### src/rtl/alu_seq_112_pkg.sv
// rtl/alu_seq_112_pkg.sv - opcode constants, FSM states and opcode helpers for alu_seq_112
package alu_seq_112_pkg;

   // alu_112 opcodes
   localparam logic [2:0] OP_ADD  = 3'b000;
   localparam logic [2:0] OP_ADC  = 3'b001;
   localparam logic [2:0] OP_SBB  = 3'b010;
   localparam logic [2:0] OP_AND  = 3'b011;
   localparam logic [2:0] OP_OR   = 3'b100;
   localparam logic [2:0] OP_XOR  = 3'b101;
   localparam logic [2:0] OP_NOTA = 3'b110;
   localparam logic [2:0] OP_RSVD = 3'b111;

   // sequencer states
   typedef enum logic [1:0] {
      S_IDLE = 2'd0,
      S_RUN  = 2'd1,
      S_DONE = 2'd2
   } state_t;

   // arithmetic ops chain a carry/borrow between bytes
   function automatic logic is_arith(input logic [2:0] code);
      return (code == OP_ADD) || (code == OP_ADC) || (code == OP_SBB);
   endfunction

   // only adc and sbb take the external carry/borrow into byte 0
   function automatic logic uses_ci(input logic [2:0] code);
      return (code == OP_ADC) || (code == OP_SBB);
   endfunction

endpackage

### src/rtl/alu_112.sv
// rtl/alu_112.sv - combinational 8-bit ALU with carry/borrow in and out
module alu_112
   import alu_seq_112_pkg::*;
(
   input  logic [7:0] a,
   input  logic [7:0] b,
   input  logic [2:0] op,
   input  logic       ci,
   output logic [7:0] y,
   output logic       co
);

   logic [8:0] sum;
   logic [8:0] diff;

   // 9-bit add and subtract; bit 8 is carry-out or borrow-out respectively
   always_comb begin
      sum  = {1'b0, a} + {1'b0, b} + {8'b0, ci};
      diff = {1'b0, a} - {1'b0, b} - {8'b0, ci};
   end

   // opcode decode; logic ops and the reserved code never produce a carry
   always_comb begin
      y  = 8'h00;
      co = 1'b0;
      case (op)
         OP_ADD: begin
            y  = a + b;
            co = ({1'b0, a} + {1'b0, b}) > 9'd255;
         end
         OP_ADC: begin
            y  = sum[7:0];
            co = sum[8];
         end
         OP_SBB: begin
            y  = diff[7:0];
            co = diff[8];
         end
         OP_AND:  y = a & b;
         OP_OR:   y = a | b;
         OP_XOR:  y = a ^ b;
         OP_NOTA: y = ~a;
         default: y = 8'h00;
      endcase
   end

endmodule

### src/rtl/alu_seq_112.sv
// rtl/alu_seq_112.sv - multi-precision sequencer running alu_112 one byte per clock, LSB first
module alu_seq_112
   import alu_seq_112_pkg::*;
#(
   parameter  int NBYTES = 4,
   localparam int W      = 8 * NBYTES
) (
   input  logic         clk,
   input  logic         rst_n,
   input  logic         start,
   input  logic [2:0]   op,
   input  logic [W-1:0] opa,
   input  logic [W-1:0] opb,
   input  logic         ci,
   output logic         busy,
   output logic         done,
   output logic         err,
   output logic [W-1:0] res,
   output logic         co
);

   localparam int IW = $clog2(NBYTES + 1);
   localparam logic [IW-1:0] LAST = IW'(NBYTES - 1);

   state_t         state_q;
   state_t         state_d;
   logic [IW-1:0]  idx_q;
   logic [2:0]     op_q;
   logic [W-1:0]   opa_q;
   logic [W-1:0]   opb_q;
   logic [W-1:0]   res_q;
   logic           carry_q;
   logic           err_q;

   logic           accept;
   logic           reject;
   logic [7:0]     alu_a;
   logic [7:0]     alu_b;
   logic [2:0]     alu_op;
   logic [7:0]     alu_y;
   logic           alu_co;

   // start is only looked at while not busy (IDLE or DONE)
   always_comb begin
      accept = start && (state_q != S_RUN) && (op != OP_RSVD);
      reject = start && (state_q != S_RUN) && (op == OP_RSVD);
   end

   // byte steering into the shared ALU; plain add runs as adc with a zero carry reg
   always_comb begin
      alu_a  = opa_q[8*idx_q +: 8];
      alu_b  = opb_q[8*idx_q +: 8];
      alu_op = (op_q == OP_ADD) ? OP_ADC : op_q;
   end

   alu_112 u_alu (
      .a  (alu_a),
      .b  (alu_b),
      .op (alu_op),
      .ci (carry_q),
      .y  (alu_y),
      .co (alu_co)
   );

   // state register
   always_ff @(posedge clk or negedge rst_n) begin
      if (!rst_n) state_q <= S_IDLE;
      else        state_q <= state_d;
   end

   // next state: RUN leaves after the last byte; DONE may chain straight into RUN
   always_comb begin
      state_d = state_q;
      case (state_q)
         S_IDLE: if (accept) state_d = S_RUN;
         S_RUN:  if (idx_q == LAST) state_d = S_DONE;
         S_DONE: state_d = accept ? S_RUN : S_IDLE;
         default: state_d = S_IDLE;
      endcase
   end

   // operand latch on accept, then one result byte and carry update per RUN cycle
   always_ff @(posedge clk or negedge rst_n) begin
      if (!rst_n) begin
         idx_q   <= '0;
         op_q    <= OP_ADD;
         opa_q   <= '0;
         opb_q   <= '0;
         res_q   <= '0;
         carry_q <= 1'b0;
      end else if (accept) begin
         idx_q   <= '0;
         op_q    <= op;
         opa_q   <= opa;
         opb_q   <= opb;
         carry_q <= uses_ci(op) ? ci : 1'b0;
      end else if (state_q == S_RUN) begin
         res_q[8*idx_q +: 8] <= alu_y;
         carry_q             <= is_arith(op_q) ? alu_co : 1'b0;
         idx_q               <= idx_q + 1'b1;
      end
   end

   // reserved opcode while not busy raises a single-cycle error pulse
   always_ff @(posedge clk or negedge rst_n) begin
      if (!rst_n) err_q <= 1'b0;
      else        err_q <= reject;
   end

   // outputs; co mirrors the carry reg, which holds its final value until the next accept
   always_comb begin
      busy = (state_q == S_RUN);
      done = (state_q == S_DONE);
      err  = err_q;
      res  = res_q;
      co   = carry_q;
   end

endmodule

### config.mk
export PLATFORM = sky130hd
export DESIGN_NAME = alu_seq_112
export DESIGN_NICKNAME = d
export VERILOG_FILES = /design/src/rtl/alu_seq_112_pkg.sv /design/src/rtl/alu_112.sv /design/src/rtl/alu_seq_112.sv
export SDC_FILE = /design/constraint.sdc
export NUM_CORES = 1
export LEC_CHECK = 0
export ABC_AREA = 0
export BUFFER_PORTS_ARGS = -buffer_cell sky130_fd_sc_hd__buf_2
export CAP_MARGIN = 20
export CELL_PAD_IN_SITES_DETAIL_PLACEMENT = 0
export CELL_PAD_IN_SITES_GLOBAL_PLACEMENT = 1
export CORE_MARGIN = 2
export CORE_UTILIZATION = 39
export DETAILED_ROUTE_END_ITERATION = 6
export GPL_TIMING_DRIVEN = 0
export HOLD_SLACK_MARGIN = 0.1
export PLACE_DENSITY_LB_ADDON = 0.1
export REMOVE_ABC_BUFFERS = 1
export SETUP_SLACK_MARGIN = 0.1
export SLEW_MARGIN = 40
export SYNTH_ARGS = -nofsm -noshare
export SYNTH_HDL_FRONTEND = slang
export SYNTH_SLANG_ARGS = --single-unit
### constraint.sdc
create_clock -name clk -period 4.1 [get_ports clk]
set_input_delay 0.82 -clock clk [delete_from_list [all_inputs] [get_ports clk]]
set_output_delay 0.82 -clock clk [all_outputs]
set_load 0.01 [all_outputs]
# Word-level counts from Yosys, hierarchy flattened

Index checks and enable logic that the tools add are counted.

Add/subtract/negate cells: 7
Order comparisons: 1
Eq/ne operators: 18
Shift-type cells: 4
Multiplexer cells: 14
Bitwise operators: 5
Reductions and logical operators: 12

Operator list:

| kind                                                  | number |
|---|---|
| indexed part select 32 x 7 -> 8 bit                   | 2 |
| one-hot mux 8 bit (7 select lines)                    | 1 |
| negator 6 -> 34 bit                                   | 1 |
| variable shift 8 x 34 -> 32 bit, first input constant | 1 |
| indexed part select 8 x 34 -> 32 bit                  | 1 |
| bitwise mux 32 bit                                    | 1 |
| equality test 3 x 2 -> 1 bit, second input constant   | 5 |
| equality test 3 bit, second input constant            | 4 |
| adder 8 x 8 -> 9 bit                                  | 1 |
| adder 9 x 1 -> 9 bit                                  | 1 |
| equality test 3 x 1 -> 1 bit, second input constant   | 3 |
| > comparator 9 x 8 -> 1 bit, second input constant    | 1 |
| two-way mux 3 bit                                     | 3 |
| subtractor 8 x 8 -> 9 bit                             | 1 |
| subtractor 9 x 1 -> 9 bit                             | 1 |
| adder 8 bit                                           | 1 |
| AND 8 bit                                             | 1 |
| inverter 8 bit                                        | 1 |
| bitwise OR 8 bit                                      | 1 |
| bitwise XOR 8 bit                                     | 1 |
| zero test 3 bit                                       | 2 |
| one-hot mux 2 bit (3 select lines)                    | 1 |
| two-way mux 1 bit                                     | 5 |
| two-way mux 2 bit                                     | 2 |
| 13 further kinds                                      | 19 |

Register bits: 106
Input bits: 71
Output and inout port bits: 36
Word-level logic and storage cells: 69

# Logic depth before layout (Yosys ltp)

Gate-level depths: netlist (run 1).

Depth after elaboration: 7
Depth in mapped cells: 18
Depth with buffers taken out: 15

# Hierarchy

From an unflattened synthesis (run 1), not the netlist that was laid out.

Cells, all modules: 531
Area, all modules: 6298.5 µm²

Modules (own cells, without submodules):

| module      | instances | cells each | area each (µm²) | seq. area each (µm²) |
|---|---|---|---|---|
| alu_seq_112 | 1         | 303        | 4634.4          | 2652.5 |
| alu_112     | 1         | 228        | 1664.1          | 0.0 |

# Least setup slack after synthesis (run 1)

No wires, ideal clock.

Path kind: reg-to-reg
Start point: reg idx_q[0]
End point: reg res_q[6], in the netlist res[6]
Setup time: 130 ps
Arrival time: 4153 ps
Required time: 3970 ps
Setup slack: -182 ps
Cell stages (with the launch flop): 17
Buffers on the path: 4
Period minus slack after synthesis: 4282 ps
Cell sequence: dfrtp_1 buf_6 clkbuf_1 clkbuf_1 clkbuf_1 mux2i_1 a21oi_1 nand2_1 fa_1 fa_1 nand2b_1 a31o_2 a21boi_0 or3_1 a31oi_1 mux4_2 o21ai_1

Cells in the longest elaborated chain, start to end: 6
Elaborated cells on any way between the ends: 16
Those cells by class: add/sub (6); shift (4); mux (2); bitwise (4)

Ends and longest elaborated chain:

| item                                                                     | line                                 | RTL |
|---|---|---|
| from (decl)                                                              | alu_seq_112.sv:27                    | `logic [IW-1:0] idx_q;` |
| from (signal assigned)                                                   | alu_seq_112.sv:100                   | `idx_q <= idx_q + 1'b1;` |
| indexed part select 32 x 7 -> 8 bit, on equally long branches            | alu_seq_112.sv:51, alu_seq_112.sv:52 |  |
| subtractor 8 x 8 -> 9 bit / adder 8 x 8 -> 9 bit (equally long branches) | alu_112.sv:19, alu_112.sv:18         |  |
| subtractor 9 x 1 -> 9 bit / adder 9 x 1 -> 9 bit (equally long branches) | alu_112.sv:19, alu_112.sv:18         |  |
| one-hot mux 8 bit (7 select lines)                                       | alu_112.sv:26                        | `case (op)` |
| indexed part select 8 x 34 -> 32 bit                                     | alu_seq_112.sv:98                    | `res_q[8*idx_q +: 8] <= alu_y;` |
| bitwise mux 32 bit (*)                                                   | alu_seq_112.sv:98                    |  |
| to (signal, indexed assignment)                                          | alu_seq_112.sv:98                    |  |
| to (decl)                                                                | alu_seq_112.sv:31                    | `logic [W-1:0] res_q;` |

Every way passes the cells marked *; elsewhere a longest branch is shown, timed or not.
A chain may end at the register's enable or synchronous reset.

# Worst setup path after layout (run 1)

Same ends and word-level chain as after synthesis.

==> run metrics, run 1 <==
initial antenna violation count 0; CTS Buf Count 9; Worst slew margin 50.0%; Final WS setup 0.261 ns; Sink Count 106; required time worst endpoint 4.32 ns; count leader, synth nand2_1; critical setup path kind register to register; synth top area cells dfrtp_1 (44%), nand2_1 (15%), ha_1 (7.0%), mux4_1 (2.6%), a21oi_1 (2.1%); Critical Path Source Type register; vias in the first global route 5092; Die W 129 um; clk buf depth 2; top cell type's share of synthesized area 43.6%; Non-Filler Instances 961; ys async rst share 100%; Initial Util 40.0%; first-pass GRT wire length 25700 um; ys flop type dfrtp_1; fin crit share 93.6%; crit path cell chain mux4_2 -> nand2_1 -> inv_1 -> fa_1 -> fa_1 -> nand2b_1 -> a31o_2 -> a21boi_0 -> or3_1 -> a31oi_1 -> mux4_2 -> o21ai_1; GP Congestion 0.843; Congestion Overflow GR 0; WL met2 7180 um; Max Freq 261 MHz; die area 0.0166 mm2; CTS Hold Bufs 0; post-synth cell types 63; clk_skew 0.00919 ns; number of synthesized register bits 106; Slew Viols, Final 0; min cycle time layout 3.84 ns; # port buffers 106; critical path's slowest cell dfrtp_4; 1st-pass router iterations 4; Top Family by Delay on Critical Path adder cells; H-tree depth 3; share of layout cells above drive strength 1 20.2%; Post-Syn Area per Cell 8.98 um2; Setup Viol. Count Final 0; met3 WL post-DR 723 um; Synth Cell Area 0.00608 mm2; Die H 129 um; clock slew at reported path FFs 0.07 ns; cell total after placement 942; Area Overhead vs Synth 18.4%; worst stage delay on the critical path 0.54 ns; Detailed Route WL 15500 um; Final Hold Violating Endpoints 0; nets 876; ant diodes 0; Final Util 47.3%; post-synth top area cell dfrtp_1; vias per std cell 5.15; initial drt markers 225; Critical Path Fanout Max 10; Antenna Nets Post-Route 0; clock latency on the worst-skew pair 0.36 ns; Crit path buffers/inverters 1; met1 WL 7290 um; status completed; core region area 0.0152 mm2; Mapped Cells 677; DP Worst Slack -0.0675 ns; pin count of the biggest net entering global routing 55; Worst Path Arrival 4.06 ns; synth warn 0; crit end category register; fill cell count 1530; Routed WL per cell 16.1 um; DRC viols 0; register area share after synthesis 43.6%; CTS tree built; Root Driver clkbuf_16; Max-Cap Viols 0; Synth top cells by count nand2_1 (235), dfrtp_1 (106), ha_1 (34); worst-margin pin slew 0.750 ns; total track usage 19.9%; Post-synth EDFFs 0; num rows 45; DR vias 4953; hold crit path type input pin to asynchronous set/reset pin; IO Pins 107; Max Used Layer met4; setup_tns 0 ns; DPL Wire Length 11100 um; unrepaired setup endpoints after global routing yes
==> worst reg2reg max path: stages (launching register included) <==
cell and delay (ns):
dfrtp_4 0.54, mux4_2 0.53, nand2_1 0.11, inv_1 0.08, fa_1 0.43, fa_1 0.44, nand2b_1 0.19, a31o_2 0.29
a21boi_0 0.14, or3_1 0.35, a31oi_1 0.18, mux4_2 0.33, o21ai_1 0.09
==> metrics by stage <==
stage,hold slack [ns],instance area [um2]
finish,0.367,7200
global route,0.395,7200
CTS,0.375,7150
detailed placement,0.455,6820
global placement,0.450,6720
floorplan,0.437,5950
==> sequential cells by signal, indices dropped and copies added (netlist names) <==
register,flops
co,1
err,1
idx_q,3
op_q,3
opa_q,32
opb_q,32
res,32
state_q,2
==> final timing paths <==
check | from | endpoint | slack (ns) | cells past startpoint
worst max-delay path | idx_q[0] | res[6] | 0.26 | 12
worst min-delay path | rst_n | opb_q[19] | 0.37 | 1
worst max register to register | idx_q[0] | res[6] | 0.26 | 12
worst min register to register | opa_q[15] | opa_q[15] | 0.47 | 2
max in group asynchronous | rst_n | idx_q[1] | 3.11 | 2
min in group clk | opa_q[15] | opa_q[15] | 0.47 | 2
==> cells in the final DEF, fill, tap and decap left out, types with 4 or more instances in the layout <==
cell | Yosys | routed
o21ai_0 | 22 | 22
xnor2_1 | 7 | 7
nand3_1 | 12 | 11
dfrtp_1 | 106 | 104
and2_1 | 13 | 13
a22o_1 | 9 | 9
o22ai_1 | 7 | 7
nand2_1 | 235 | 235
buf_2 | 0 | 105
ha_1 | 34 | 34
a21oi_1 | 25 | 25
nor2b_1 | 10 | 10
nand2b_1 | 5 | 5
o21ai_1 | 5 | 5
clkbuf_16 | 0 | 9
mux2_2 | 4 | 4
mux4_1 | 6 | 6
a211oi_1 | 10 | 9
xor2_1 | 9 | 9
nor2_1 | 17 | 17
o31ai_1 | 4 | 4
mux2i_1 | 9 | 9
mux4_2 | 5 | 5
inv_1 | 25 | 25
==> timing repair <==
| action | in CTS | in global routing |
|---|---|---|
| buffers inserted | 2 | 1 |
| gates resized for setup | 1 | 5 |
| setup endpoints to repair | 12 | 13 |
==> per-layer routing <==
layer,vias up,GRT usage [%]
met5,-,0
met4,0,7.61
met3,15,3.49
met2,94,32.3
met1,2357,26.7
li1,2487,-
==> cells by family (layout without fill, tap and decap cells) <==
family                   count (synthesis)  after routing  synth area share [%]
XOR/XNOR                                16             16                  2.30
AND/OR/NAND/NOR                        318            318                  22.7
multiplexers                            24             24                  6.67
adder cells (fa/ha/maj)                 37             37                  7.98
flip-flops                             106            106                  43.6
AO/OA/AOI/OAI                          116            116                  12.9
buffers and inverters                   60            156                  3.83
==> final cells by class <==
cell class / instances / area (um2) / area share [%]
multi-input combinational: 511 / 3250 / 45.1
sequential: 106 / 2660 / 37.0
timing repair buffer: 112 / 646 / 8.97
tap: 188 / 235 / 3.27
clock buffer: 9 / 225 / 3.13
inverter: 28 / 108 / 1.49
clock inverter: 7 / 76.3 / 1.06
Power of run 1 is not shown: default switching activity piles up to over one toggle a cycle in this logic, so the estimate is an artifact.
==> inputs of run 2 (changes only) <==
--- a/config.mk
+++ b/config.mk
@@ -6,7 +6,7 @@
 export NUM_CORES = 1
 export LEC_CHECK = 0
 export ABC_AREA = 0
-export BUFFER_PORTS_ARGS = -buffer_cell sky130_fd_sc_hd__buf_2
+export BUFFER_PORTS_ARGS = -buffer_cell sky130_fd_sc_hd__buf_4
 export CAP_MARGIN = 20
 export CELL_PAD_IN_SITES_DETAIL_PLACEMENT = 0
 export CELL_PAD_IN_SITES_GLOBAL_PLACEMENT = 1
@@ -22,3 +22,4 @@
 export SYNTH_ARGS = -nofsm -noshare
 export SYNTH_HDL_FRONTEND = slang
 export SYNTH_SLANG_ARGS = --single-unit
+export TNS_END_PERCENT = 5
==> run 2 against run 1 <==
Via count is essentially flat. Final area grew 3.7%. Worst hold slack gained 0.0023 ns. Final cell count grew 0.10%.
==> run metrics, run 2 (same netlist as run 1, synthesis figures left out) <==
Register Area 0.00266 mm2 (unchanged); core region area 0.0152 mm2 (unchanged); Root Driver clkbuf_16; worst-margin pin slew 0.898 ns (+0.148 ns); clock latency on the worst-skew pair 0.35 ns (about the same); setup_tns 0 ns (unchanged); r2r worst-path depth 9 (-3); Slew Viols, Final 0 (unchanged); required time worst endpoint 4.34 ns (+0.02 ns); Max Freq 259 MHz (-0.48%); Congestion Overflow GR 0 (unchanged); fin crit share 94.1% (+0.45 points); num rows 45 (unchanged); vias in the first global route 4987 (-2.1%); r2r endpoint res[31]; critical setup path kind register to register; status completed; Critical Path Source Type register; hold crit path type input pin to asynchronous set/reset pin; crit end category register; total track usage 19.9% (about the same); GP Congestion 0.858 (+1.9%); clock slew at reported path FFs 0.08 ns (about the same); Die W 129 um (unchanged); IO Pins 107 (unchanged); CTS Buf Count 9 (unchanged); CTS Hold Bufs 0 (unchanged); Sink Count 106 (unchanged); FF-to-FF setup slack 0.24 ns (-0.02 ns); H-tree depth 3 (unchanged); Worst slew margin 39.4% (-11 points); Die H 129 um (unchanged); nets 877 (+0.11%); Critical Path Fanout Max 10 (unchanged); vias per std cell 5.15 (about the same); Setup Viol. Count Final 0 (unchanged); most frequent cells in the layout nand2_1 (235), buf_4 (106), dfrtp_1 (104); first-pass GRT wire length 25800 um (about the same); Initial Util 40.0% (unchanged); unrepaired setup endpoints after global routing yes; min cycle time layout 3.86 ns (+0.0185 ns); multi-input logic area 0.00323 mm2 (-0.62%); Area Overhead vs Synth 22.8%; CTS tree built; reg-to-reg startpoint idx_q[0]; clk_skew 0.00836 ns (-0.000832 ns); Detailed Route WL 15700 um (+1.3%); 1st-pass router iterations 4 (unchanged); commonest non-fill, non-tap cell in the layout nand2_1; Worst Path Arrival 4.10 ns (+0.04 ns); initial drt markers 277 (+23%); share of layout cells above drive strength 1 20.4% (+0.23 points); DRC viols 0 (unchanged); fill cell count 1489 (-2.7%); die area 0.0166 mm2 (unchanged); Antenna Nets Post-Route 0 (unchanged); # port buffers 106 (unchanged); clk buf depth 2 (unchanged); DR vias 4955 (+0.040%); Max-Cap Viols 0 (unchanged); Routed WL per cell 16.3 um (+1.2%); DPL Wire Length 11000 um (-0.95%); pin count of the biggest net entering global routing 107 (+95%); initial antenna violation count 0 (unchanged); ant diodes 0 (unchanged); Final Hold Violating Endpoints 0 (unchanged)
==> run 2: cell count changes in the layout (fill, tap and decap cells not counted), sizes merged <==
cell	before	now
clkinv	3	2
inv	29	30
buf	112	113
==> run 2: layout make-up <==
type                       instances  share of cell area [%]
multi-input combinational        511                    43.2
timing repair buffer             113                    12.4
clock inverter                     7                    1.14
clock buffer                       9                    3.02
tap                              188                    3.15
sequential                       106                    35.6
inverter                          28                    1.44
==> run 2: worst max-delay path: stages (launching register included) <==
cell	delay, ns
dfrtp_4	0.56
buf_6	0.23
mux4_1	0.59
and2_1	0.21
ha_1	0.43
nand3_1	0.13
o311ai_0	0.77
nand4_1	0.17
a31o_2	0.32
a221o_1	0.32
==> run 2: stage by stage <==
stage | util [%] | hold WS (ns) | cells | worst slack [ns] | area, um2
finish | 49.1 | 0.369 | 962 | 0.243 | 7470
global route | 49.1 | 0.385 | 962 | 0.0923 | 7470
CTS | 48.6 | 0.477 | 959 | 0.130 | 7390
detailed placement | 46.4 | 0.459 | 941 | -0.0501 | 7050
global placement | 45.9 | 0.451 | 939 | -0.843 | 6980
floorplan | - | 0.437 | 645 | -0.0725 | 5950
==> run 2: worst max path at each step <==
stage / from / end / slack, ns / cells after the start
finish: idx_q[0] / res[31] / 0.24 / 9
CTS: idx_q[1] / res[6] / 0.13 / 12
floorplan: idx_q[0] / res[6] / -0.07 / 12
global placement: idx_q[0] / res[6] / -0.84 / 12
detailed placement: idx_q[0] / res[6] / -0.05 / 12
global route: idx_q[0] / res[29] / 0.09 / 14
==> run 2: timing repair <==
action	in CTS	in global routing
setup endpoints to repair	12	12
buffers inserted	2	2
gates resized for setup	1	5
cloned	0	0
pin swaps	0	1
==> run 2: per-layer routing <==
metal	part of all wire (%)	global-route usage, %	vias up
li1	-	-	2487
met1	47	27.4	2356
met2	48	32.8	98
met3	4.3	3.45	14
met4	1.1	4.86	0
met5	0	0	-
Power of run 2 is left out for the same reason.
==> inputs of run 3 (changes only) <==
--- a/config.mk
+++ b/config.mk
@@ -11,7 +11,7 @@
 export CELL_PAD_IN_SITES_DETAIL_PLACEMENT = 0
 export CELL_PAD_IN_SITES_GLOBAL_PLACEMENT = 1
 export CORE_MARGIN = 2
-export CORE_UTILIZATION = 39
+export CORE_UTILIZATION = 43
 export DETAILED_ROUTE_END_ITERATION = 6
 export GPL_TIMING_DRIVEN = 0
 export HOLD_SLACK_MARGIN = 0.1
==> constraint.sdc (replaced) <==
create_clock -name clk -period 4.32 [get_ports clk]
set_input_delay 0.864 -clock clk [delete_from_list [all_inputs] [get_ports clk]]
set_output_delay 0.864 -clock clk [all_outputs]
set_load 0.01 [all_outputs]
==> run 3 against run 2 <==
Utilization rose by 4.7 points. Critical endpoint is now res[14]. Clock skew fell by 0.0025 ns. Worst setup slack improved by 0.10 ns. Final cell count fell by 1.0%. Register-to-register slack improved by 0.10 ns. Die area fell by 9.0%. Non-clock buffer count fell by 2. Global-route usage rose by 1.8 points. Largest cell class unchanged. Sequential share of layout area rose by 0.13 points. Fmax fell by 2.9%.
==> run metrics, run 3 (same netlist as run 1, synthesis figures left out) <==
# port buffers 106 (unchanged); met1 WL 7060 um (-3.9%); share of layout cells above drive strength 1 19.8% (-0.59 points); status completed; clk buf depth 2 (unchanged); Final Util 53.8% (+4.7 points); ant diodes 0 (unchanged); CTS tree built; clock latency on the worst-skew pair 0.36 ns (about the same); Max Used Layer met4; nets 875 (-0.23%); Area Overhead vs Synth 22.3%; GP Congestion 0.874 (+1.8%); unrepaired setup endpoints after global routing no; Critical Path Fanout Max 12 (+2); CTS Buf Count 9 (unchanged); initial antenna violation count 0 (unchanged); WL met2 7250 um (-3.0%); core region area 0.0138 mm2 (-9.0%); hold crit path type input pin to asynchronous set/reset pin; crit end category register; Die W 123 um (-4.6%); worst-margin pin slew 0.729 ns (-0.169 ns); Worst slew margin 50.7% (+11 points); fin crit share 92.0% (-2.1 points); Critical Path Source Type register; Sink Count 106 (unchanged); Root Driver clkbuf_16; met3 WL post-DR 586 um (-14%); clk_skew 0.00585 ns (-0.00251 ns); H-tree depth 3 (unchanged); clock slew at reported path FFs 0.07 ns (about the same); initial drt markers 359 (+30%); Max Freq 252 MHz (-2.9%); Antenna Nets Post-Route 0 (unchanged); Initial Util 44.0% (+4.0 points); crit path cell chain mux4_2 -> nand2_1 -> inv_1 -> fa_1 -> fa_1 -> nand2b_1 -> a31o_2 -> a21boi_0 -> o21ai_0 -> a31oi_1 -> mux4_2 -> o21ai_1; reg-to-reg startpoint idx_q[0]; Die H 123 um (-4.6%); worst stage delay on the critical path 0.60 ns (-0.17 ns); DPL Wire Length 10600 um (-3.7%); Slew Viols, Final 0 (unchanged); Routed WL per cell 16.0 um (-2.0%); first-pass GRT wire length 25200 um (-2.0%); DRC viols 0 (unchanged); commonest non-fill, non-tap cell in the layout nand2_1; die area 0.0151 mm2 (-9.0%); Detailed Route WL 15200 um (-3.0%); num rows 43 (-4.4%); Worst Path Arrival 4.25 ns (+0.15 ns); critical path's slowest cell dfrtp_4; Max-Cap Viols 0 (unchanged); min cycle time layout 3.97 ns (+0.116 ns); 1st-pass router iterations 4 (unchanged); IO Pins 107 (unchanged); total track usage 21.7% (+1.8 points); vias in the first global route 5043 (+1.1%); vias per std cell 5.22 (+1.4%); critical setup path kind register to register; pin count of the biggest net entering global routing 107 (unchanged); most frequent cells in the layout nand2_1 (235), buf_4 (105), dfrtp_1 (104); required time worst endpoint 4.60 ns (+0.26 ns); Final Hold Violating Endpoints 0 (unchanged); Setup Viol. Count Final 0 (unchanged); DR vias 4972 (+0.34%); beginning of the critical path idx_q[0]; Congestion Overflow GR 0 (unchanged)
## run 3: per-stage QoR
stage	hold WS (ns)	setup TNS (ns)	std cells	instance area [um2]	setup slack (ns)
after detailed placement	0.454	0	933	7040	0.0706
after global placement	0.451	-10.17	931	6970	-0.668
after floorplan	0.437	0	645	5950	0.147
after CTS	0.472	0	950	7390	0.214
after global routing	0.401	0	952	7440	0.136
final	0.378	0	952	7440	0.347
## run 3: critical path: cells and delay by family (launching register included)
kind | cells | cell delay [ns]
flops | 1 | 0.60
simple gates | 2 | 0.29
fa+ha+maj | 2 | 0.91
compound gates | 5 | 0.89
mux | 2 | 1.12
buf+inv | 1 | 0.10
## run 3: worst paths after layout
check,cells after the start,endpoint,slack (ns)
setup / recovery,12,res[14],0.35
setup reg to reg,12,res[14],0.35
hold reg to reg,2,opa_q[9],0.47
max in group asynchronous,2,idx_q[0],3.29
hold / removal,1,opa_q[3],0.38
min in group clk,2,opa_q[9],0.47
## run 3: area by class of cell
class	count	area, um2
well taps	180	225
clock buffers	11	243
multi-input cells	511	3220
inverters	28	109
flip-flops and latches	106	2660
fillers	1303	6390
repair buffers	111	897
clock inverters	5	86.3
## run 3: metal layers
| metal | track usage (%) | up-vias |
|---|---|---|
| li1 | - | 2476 |
| met1 | 29.5 | 2377 |
| met2 | 35.3 | 98 |
| met3 | 2.81 | 21 |
| met4 | 8.41 | 0 |
| met5 | 0 | - |
## run 3: what timing repair did
action / 4_1_cts / 5_1_grt
hold buffers: 0 / 0
endpoints found under the setup margin: 5 / 12
gates resized for setup: 0 / 3
endpoints found under the hold margin: 0 / 0
setup buffers: 1 / 1
Power of run 3 is left out for the same reason.
